## config.mk

```make
export PLATFORM = sky130hd
export DESIGN_NAME = parking_gate_controller_flat
export DESIGN_NICKNAME = d
export VERILOG_FILES = /design/src/rtl/parking_gate_controller_if.sv /design/src/rtl/parking_gate_controller.sv /design/src/flat_wrapper.sv
export SDC_FILE = /design/constraint.sdc
export NUM_CORES = 1
export LEC_CHECK = 0
export CAP_MARGIN = 20
export CORE_UTILIZATION = 60
export CTS_CLUSTER_SIZE = 14
export DETAILED_ROUTE_END_ITERATION = 6
export DONT_BUFFER_PORTS = 1
export GPL_TIMING_DRIVEN = 1
export PLACE_DENSITY = 0.72
export RECOVER_POWER = 50
export SLEW_MARGIN = 30
export SYNTH_ARGS = -nofsm -noshare
export SYNTH_HDL_FRONTEND = slang
export SYNTH_SLANG_ARGS = --single-unit
export TNS_END_PERCENT = 100
```

## constraint.sdc

```tcl
create_clock -name clk -period 6 [get_ports clk]
set_input_delay 0.6 -clock clk [delete_from_list [all_inputs] [get_ports clk]]
set_output_delay 0.6 -clock clk [all_outputs]
set_load 0.01 [all_outputs]
```

## src/rtl/parking_gate_controller_if.sv

```systemverilog
// Gate-side handshake and event bundle of the parking gate controller.
// The master side is the gate sensors / smart_parking consumer, the slave
// side is the controller itself.
interface parking_gate_controller_if;
  logic       entry_req;
  logic       exit_req;
  logic [2:0] exit_slot;
  logic       entry_ready;
  logic       exit_ready;
  logic       entry;
  logic       exit;
  logic [2:0] pattern;
  logic [7:0] parking_capacity;
  logic [7:0] time_in;
  logic [7:0] time_out;
  logic       ev_valid;
  logic       err;

  modport master (
    output entry_req, exit_req, exit_slot,
    input  entry_ready, exit_ready, entry, exit, pattern, parking_capacity,
           time_in, time_out, ev_valid, err
  );

  modport slave (
    input  entry_req, exit_req, exit_slot,
    output entry_ready, exit_ready, entry, exit, pattern, parking_capacity,
           time_in, time_out, ev_valid, err
  );
endinterface

```

## src/rtl/parking_gate_controller.sv

```systemverilog
// Parking gate controller: owns the 8-slot occupancy bitmap (1 = free), a
// prescaled wrapping 8-bit parking clock and per-slot entry timestamps.
// Each accepted entry/exit request is presented as one single-cycle event.
module parking_gate_controller #(
  parameter int TICK_DIV = 1
) (
  input  logic                            clk,
  input  logic                            rst,
  input  logic                            tick,
  parking_gate_controller_if.slave        gate,
  output logic [3:0]                      occupied,
  output logic                            full
);

  localparam logic [0:0] IDLE    = 1'b0;
  localparam logic [0:0] PRESENT = 1'b1;
  localparam logic [7:0] DIV_LAST = 8'(TICK_DIV - 1);

  logic [0:0] state;
  logic [7:0] map;
  logic [7:0] now;
  logic [7:0] presc;
  logic [7:0] ts [8];
  logic [2:0] pattern_q;
  logic [7:0] time_in_q;
  logic [7:0] time_out_q;
  logic       is_entry;
  logic       is_exit;
  logic       is_err;
  logic [2:0] free_slot;
  logic       idle;
  logic       entry_acc;
  logic       exit_acc;

  function automatic logic [3:0] count_free(input logic [7:0] m);
    logic [3:0] n;
    n = 4'd0;
    for (int i = 0; i < 8; i++) n = n + {3'd0, m[i]};
    return n;
  endfunction

  assign occupied = 4'd8 - count_free(map);
  assign full     = (map == 8'h00);

  assign idle             = (state == IDLE);
  assign gate.exit_ready  = idle & ~rst;
  assign gate.entry_ready = idle & ~rst & ~full & ~gate.exit_req;
  assign exit_acc         = gate.exit_req & gate.exit_ready;
  assign entry_acc        = gate.entry_req & gate.entry_ready;

  // Event outputs are only live in PRESENT; the map is still pre-event there
  assign gate.entry            = ~idle & is_entry;
  assign gate.exit             = ~idle & is_exit;
  assign gate.ev_valid         = ~idle & (is_entry | is_exit);
  assign gate.err              = ~idle & is_err;
  assign gate.pattern          = pattern_q;
  assign gate.time_in          = time_in_q;
  assign gate.time_out         = time_out_q;
  assign gate.parking_capacity = map;

  // Lowest-index free slot for entry allocation
  always_comb begin
    free_slot = 3'd0;
    for (int i = 7; i >= 0; i--) begin
      if (map[i]) free_slot = 3'(i);
    end
  end

  // Parking clock: prescale tick pulses, advance now on the TICK_DIV-th one
  always_ff @(posedge clk) begin
    if (rst) begin
      presc <= 8'd0;
      now   <= 8'd0;
    end else if (tick) begin
      if (presc == DIV_LAST) begin
        presc <= 8'd0;
        now   <= now + 8'd1;
      end else begin
        presc <= presc + 8'd1;
      end
    end
  end

  // Accept requests in IDLE, commit map/timestamp at the end of PRESENT
  always_ff @(posedge clk) begin
    if (rst) begin
      state      <= IDLE;
      map        <= 8'hFF;
      pattern_q  <= 3'd0;
      time_in_q  <= 8'd0;
      time_out_q <= 8'd0;
      is_entry   <= 1'b0;
      is_exit    <= 1'b0;
      is_err     <= 1'b0;
      for (int i = 0; i < 8; i++) ts[i] <= 8'd0;
    end else begin
      case (state)
        IDLE: begin
          if (exit_acc) begin
            pattern_q  <= gate.exit_slot;
            time_in_q  <= ts[gate.exit_slot];
            time_out_q <= now;
            is_entry   <= 1'b0;
            is_exit    <= ~map[gate.exit_slot];
            is_err     <= map[gate.exit_slot];
            state      <= PRESENT;
          end else if (entry_acc) begin
            pattern_q  <= free_slot;
            time_in_q  <= now;
            time_out_q <= now;
            is_entry   <= 1'b1;
            is_exit    <= 1'b0;
            is_err     <= 1'b0;
            state      <= PRESENT;
          end
        end
        default: begin
          if (is_entry) begin
            map[pattern_q] <= 1'b0;
            ts[pattern_q]  <= time_in_q;
          end
          if (is_exit) map[pattern_q] <= 1'b1;
          state <= IDLE;
        end
      endcase
    end
  end

endmodule

```

## src/flat_wrapper.sv

```systemverilog
// flat-port wrapper written by rule: the top's interface ports become plain ports
module parking_gate_controller_flat 
#(
  parameter int TICK_DIV = 1
)
  (clk, rst, tick, occupied, full, gate_entry_req, gate_exit_req, gate_exit_slot, gate_entry_ready, gate_exit_ready, gate_entry, gate_exit, gate_pattern, gate_parking_capacity, gate_time_in, gate_time_out, gate_ev_valid, gate_err);
  parking_gate_controller_if gate_i ();
  input  logic clk;
  input  logic rst;
  input  logic tick;
  output logic [3:0] occupied;
  output logic full;
  input wire logic [$bits(gate_i.entry_req)-1:0] gate_entry_req;
  input wire logic [$bits(gate_i.exit_req)-1:0] gate_exit_req;
  input wire logic [$bits(gate_i.exit_slot)-1:0] gate_exit_slot;
  output wire logic [$bits(gate_i.entry_ready)-1:0] gate_entry_ready;
  output wire logic [$bits(gate_i.exit_ready)-1:0] gate_exit_ready;
  output wire logic [$bits(gate_i.entry)-1:0] gate_entry;
  output wire logic [$bits(gate_i.exit)-1:0] gate_exit;
  output wire logic [$bits(gate_i.pattern)-1:0] gate_pattern;
  output wire logic [$bits(gate_i.parking_capacity)-1:0] gate_parking_capacity;
  output wire logic [$bits(gate_i.time_in)-1:0] gate_time_in;
  output wire logic [$bits(gate_i.time_out)-1:0] gate_time_out;
  output wire logic [$bits(gate_i.ev_valid)-1:0] gate_ev_valid;
  output wire logic [$bits(gate_i.err)-1:0] gate_err;
  assign gate_i.entry_req = gate_entry_req;
  assign gate_i.exit_req = gate_exit_req;
  assign gate_i.exit_slot = gate_exit_slot;
  assign gate_entry_ready = gate_i.entry_ready;
  assign gate_exit_ready = gate_i.exit_ready;
  assign gate_entry = gate_i.entry;
  assign gate_exit = gate_i.exit;
  assign gate_pattern = gate_i.pattern;
  assign gate_parking_capacity = gate_i.parking_capacity;
  assign gate_time_in = gate_i.time_in;
  assign gate_time_out = gate_i.time_out;
  assign gate_ev_valid = gate_i.ev_valid;
  assign gate_err = gate_i.err;
  parking_gate_controller #(.TICK_DIV(TICK_DIV)) u_core (.clk(clk), .rst(rst), .tick(tick), .gate(gate_i), .occupied(occupied), .full(full));
endmodule
```

==> results by stage <==
Worst setup path:
- For the worst setup path, the data required time is between 5000 and 6000 ps.
- By startpoint and endpoint, the worst setup path is classified as flop to primary output.
- The biggest fanout along the worst timing path is 9.
- The start of the worst register-to-register path is u_core.presc[0].
- STA puts the critical path data arrival time at 3030 ps.
- STA classifies the critical path endpoint as a primary output.
- The worst setup path startpoint is u_core.gate.parking_capacity[6].
- The type of origin of the critical path is a flop.

Clock tree:
- The latest clock arrival within the worst-skew pair is 370 ps.
- The CTS buffer count is 9.
- Clock-pin slew was measured on the worst setup and hold paths at 100 ps.
- No sink is reached through more buffers than the 2 on the longest clock path.
- The number of H-tree branching levels is 3.
- The number of setup buffers added after CTS is 0.
- The number of clock sinks is 111.
- Clock tree synthesis selected as its root buffer the cell clkbuf_8.
- The TritonCTS clock tree is done.
- In this run, post-CTS hold repair placed 0 buffers.
- The number of cells upsized or downsized after cts is 0.

Synth:
- For this run, the leading register cell type out of synthesis is edfxtp_1.
- The synthesized area divided by synthesized cell count is 11.47 um^2.
- The sequential cell area fraction in the yosys report is a little over half.
- The proportion of synthesized flip-flops having asynchronous set or reset is 0%.
- The total of flip-flops plus latches after synthesis is approximately 110.
- The post-synth net total is 488.
- The number of warnings issued by yosys is 0.
- The instance count of the mapped netlist is 463.
- The number of different library cells used by synthesis comes to 46.
- The post-synthesis instance area is 0.005309 mm^2.
- The synthesized design contains 64 enable-type register cells.

Global routing:
- Global routing finished with a remaining overflow of 0.
- The initial antenna violation count is 0.
- The via count of the first global-routing pass is 3314.
- The maximum number of pins on one net before global-route repair is 36.
- The first-pass GRT wire length is approximately 17 mm.
- For this run, the total global-route usage over all layers was measured as 26.07%.

Finish:
- In the final layout, the share of cells above drive strength 1 is 5.195%.
- The number of filler cells placed in the layout is 662.
- Compared with the post-synthesis result, the final layout area differs by 4.431%.
- Cells fill between 60% and 70% of the core in the end.
- The repair_antennas step left the layout with diodes totalling 0.
- The net total in the final layout is 482.

Routing:
- The average detailed-routed wire length per instance is 19.17 um.
- The via count normalized by instance count is 5.901.
- For this run, design rule violations remaining after detail routing come to 0.
- The detailed-route via count is 3346.
- The total routed wirelength is 10.87 mm.
- The number of nets with antenna violations after routing is 0.
- The first-iteration detailed-routing DRC count is about 100.
- Before antenna repair, the detailed router went through 5 iterations.

Job:
- Across the run, the number of max-cap violations was 0.

Die:
- The die is 96.07 um wide.
- The core area is 0.008382 mm^2.
- The full die area is 0.009228 mm^2.
- The total I/O pin count is 46.
- The starting density of the core is 63.34%.
- The row count is 33.
- The y dimension of the die is 96.07 um.

Timing:
- The worst pin sits at a relative slew slack of 23.95%.
- Counting I/O delays and the setup requirement, the final critical path takes between 3000 and 4000 ps.
- The share of the cycle needed by the critical path after routing is 60.43%.
- The post-route setup TNS is 0 ps.
- The setup violation total in the final timing report is 0.
- The worst-margin pin slew is 1125 ps.
- The total count of max-transition violations in the final report is 0.
- On the final layout, the worst clock skew is roughly 12 ps.
- The final setup slack of the worst path is 2374 ps.
- The achievable frequency is between 200 and 300 MHz.
- The final count of hold timing violations came to 0.
- Setup repair after global routing left no endpoint under its margin.

Place:
- During placement, the flow inserted port buffers numbering 0.
- The global placer's final weighted congestion is 0.7850.
- Detailed placement finished with a half-perimeter wire length of 7.635 mm.
- The setup slack at placement is 2768 ps.

Min path:
- The class of the tightest hold or removal check is input pin to flop.
- The worst hold path begins at rst.

Power:
- Summed over all cells, the static leakage comes to 2.203 nW.
- Across the VDD grid, the largest voltage drop is 0.1435 mV.
- The power per cell area is 251.7 mW/mm^2.

Outcome:
- The run finished with clean final reports.
==> Yosys cell counts, types with 3 or more instances <==
library cell	number	share of area [%]
a21oi_1	8	0.75
a221o_1	13	2.5
a22oi_1	16	2.3
and2_1	68	8.0
and3_1	13	1.5
buf_1	3	0.21
buf_2	5	0.47
clkbuf_1	9	0.64
dfxtp_1	47	18
edfxtp_1	64	36
fa_1	3	1.1
ha_1	14	3.3
inv_1	21	1.5
mux2i_1	41	7.7
nand2_1	26	1.8
nand3_1	5	0.47
nand4_1	5	0.59
nor2_1	33	2.3
nor2b_1	3	0.35
nor3_1	7	0.66
nor3b_1	4	0.57
o211ai_1	3	0.42
o21ai_0	10	0.94
xnor2_1	4	0.66
xor2_1	10	1.6
==> layer usage <==
layer	share of wire, %	global-route usage, %	wire [um]	vias up
met1	45	33.23	4868	1598
met5	0	0	0	-
met2	48	44.21	5237	79
met3	5.4	5.608	588	15
li1	-	-	-	1654
met4	1.6	8.209	172	0
==> cell usage in the layout (no fill, tap or decap), types with 4 or more instances in the layout <==
master / instances
and2_1: 50
edfxtp_1: 64
a21oi_1: 8
nand2_1: 26
xor2_1: 10
and2_0: 18
mux2i_1: 41
inv_1: 21
xnor2_1: 4
clkbuf_8: 9
a22oi_1: 16
ha_1: 14
nand4_1: 5
a221o_1: 13
nor3_1: 7
nand3_1: 5
and3_1: 13
dfxtp_1: 47
o21ai_0: 9
nor2_1: 33
==> flip-flops by register name, indices dropped and copies added, names as in the netlist <==
signal                        cells
u_core.gate.parking_capacity      8
u_core.presc                      8
u_core.is_entry                   1
u_core.now                        8
u_core.is_err                     1
u_core.gate.time_in               8
u_core.gate.time_out              8
u_core.gate.pattern               3
u_core.ts                        64
u_core.state                      1
u_core.is_exit                    1
==> through the flow <==
step / area (um^2) / power (mW) / instances / hold WS [ps]
6_report: 5544 / 1.395 / 567 / 295.9
5_1_grt: 5544 / 1.445 / 567 / 262.8
4_1_cts: 5567 / 1.404 / 567 / 270.5
3_5_place_dp: 5368 / 0.9660 / 551 / 459.2
3_3_place_gp: 5368 / 0.9631 / 551 / 451.3
2_1_floorplan: 5309 / 0.9465 / 463 / 444.9
==> report_power, final <==
group / switching, mW / internal, mW
Combinational: 0.0524 / 0.0369
Sequential: 0.0296 / 0.828
Clock: 0.251 / 0.198
Total: 0.333 / 1.06
==> layout make-up <==
| class | instances | area (um^2) | area share (%) |
|---|---|---|---|
| multi-input combinational | 311 | 2257 | 40.71 |
| sequential | 111 | 2863 | 51.64 |
| tap | 105 | 131.4 | 2.370 |
| inverter | 21 | 78.83 | 1.422 |
| clock buffer | 10 | 128.9 | 2.325 |
| clock inverter | 6 | 70.07 | 1.264 |
| timing repair buffer | 3 | 15.01 | 0.2708 |
==> critical path: stages, from the launching register on <==
cell     delay, ps
dfxtp_1        580
fa_1           490
inv_1           80
ha_1           180
fa_1           450
fa_1           430
ha_1           190
xor2_1         260
==> logic make-up after synthesis <==
group / share of synthesized area [%]
compound gates: 7.943
xor+xnor: 2.310
simple gates: 19.23
fa+ha+maj: 4.431
flops: 53.92
mux: 8.791
buf+inv: 3.370
==> path summary, 6_finish.rpt <==
path                             to  slack [ps]  depth (start not counted)
min reg2reg           u_core.is_err         470                          2
max                     occupied[3]        2370                          7
max reg2reg           u_core.now[7]        3650                          6
min          u_core.gate.pattern[2]         300                          1
(Power assumes the default switching activity.)
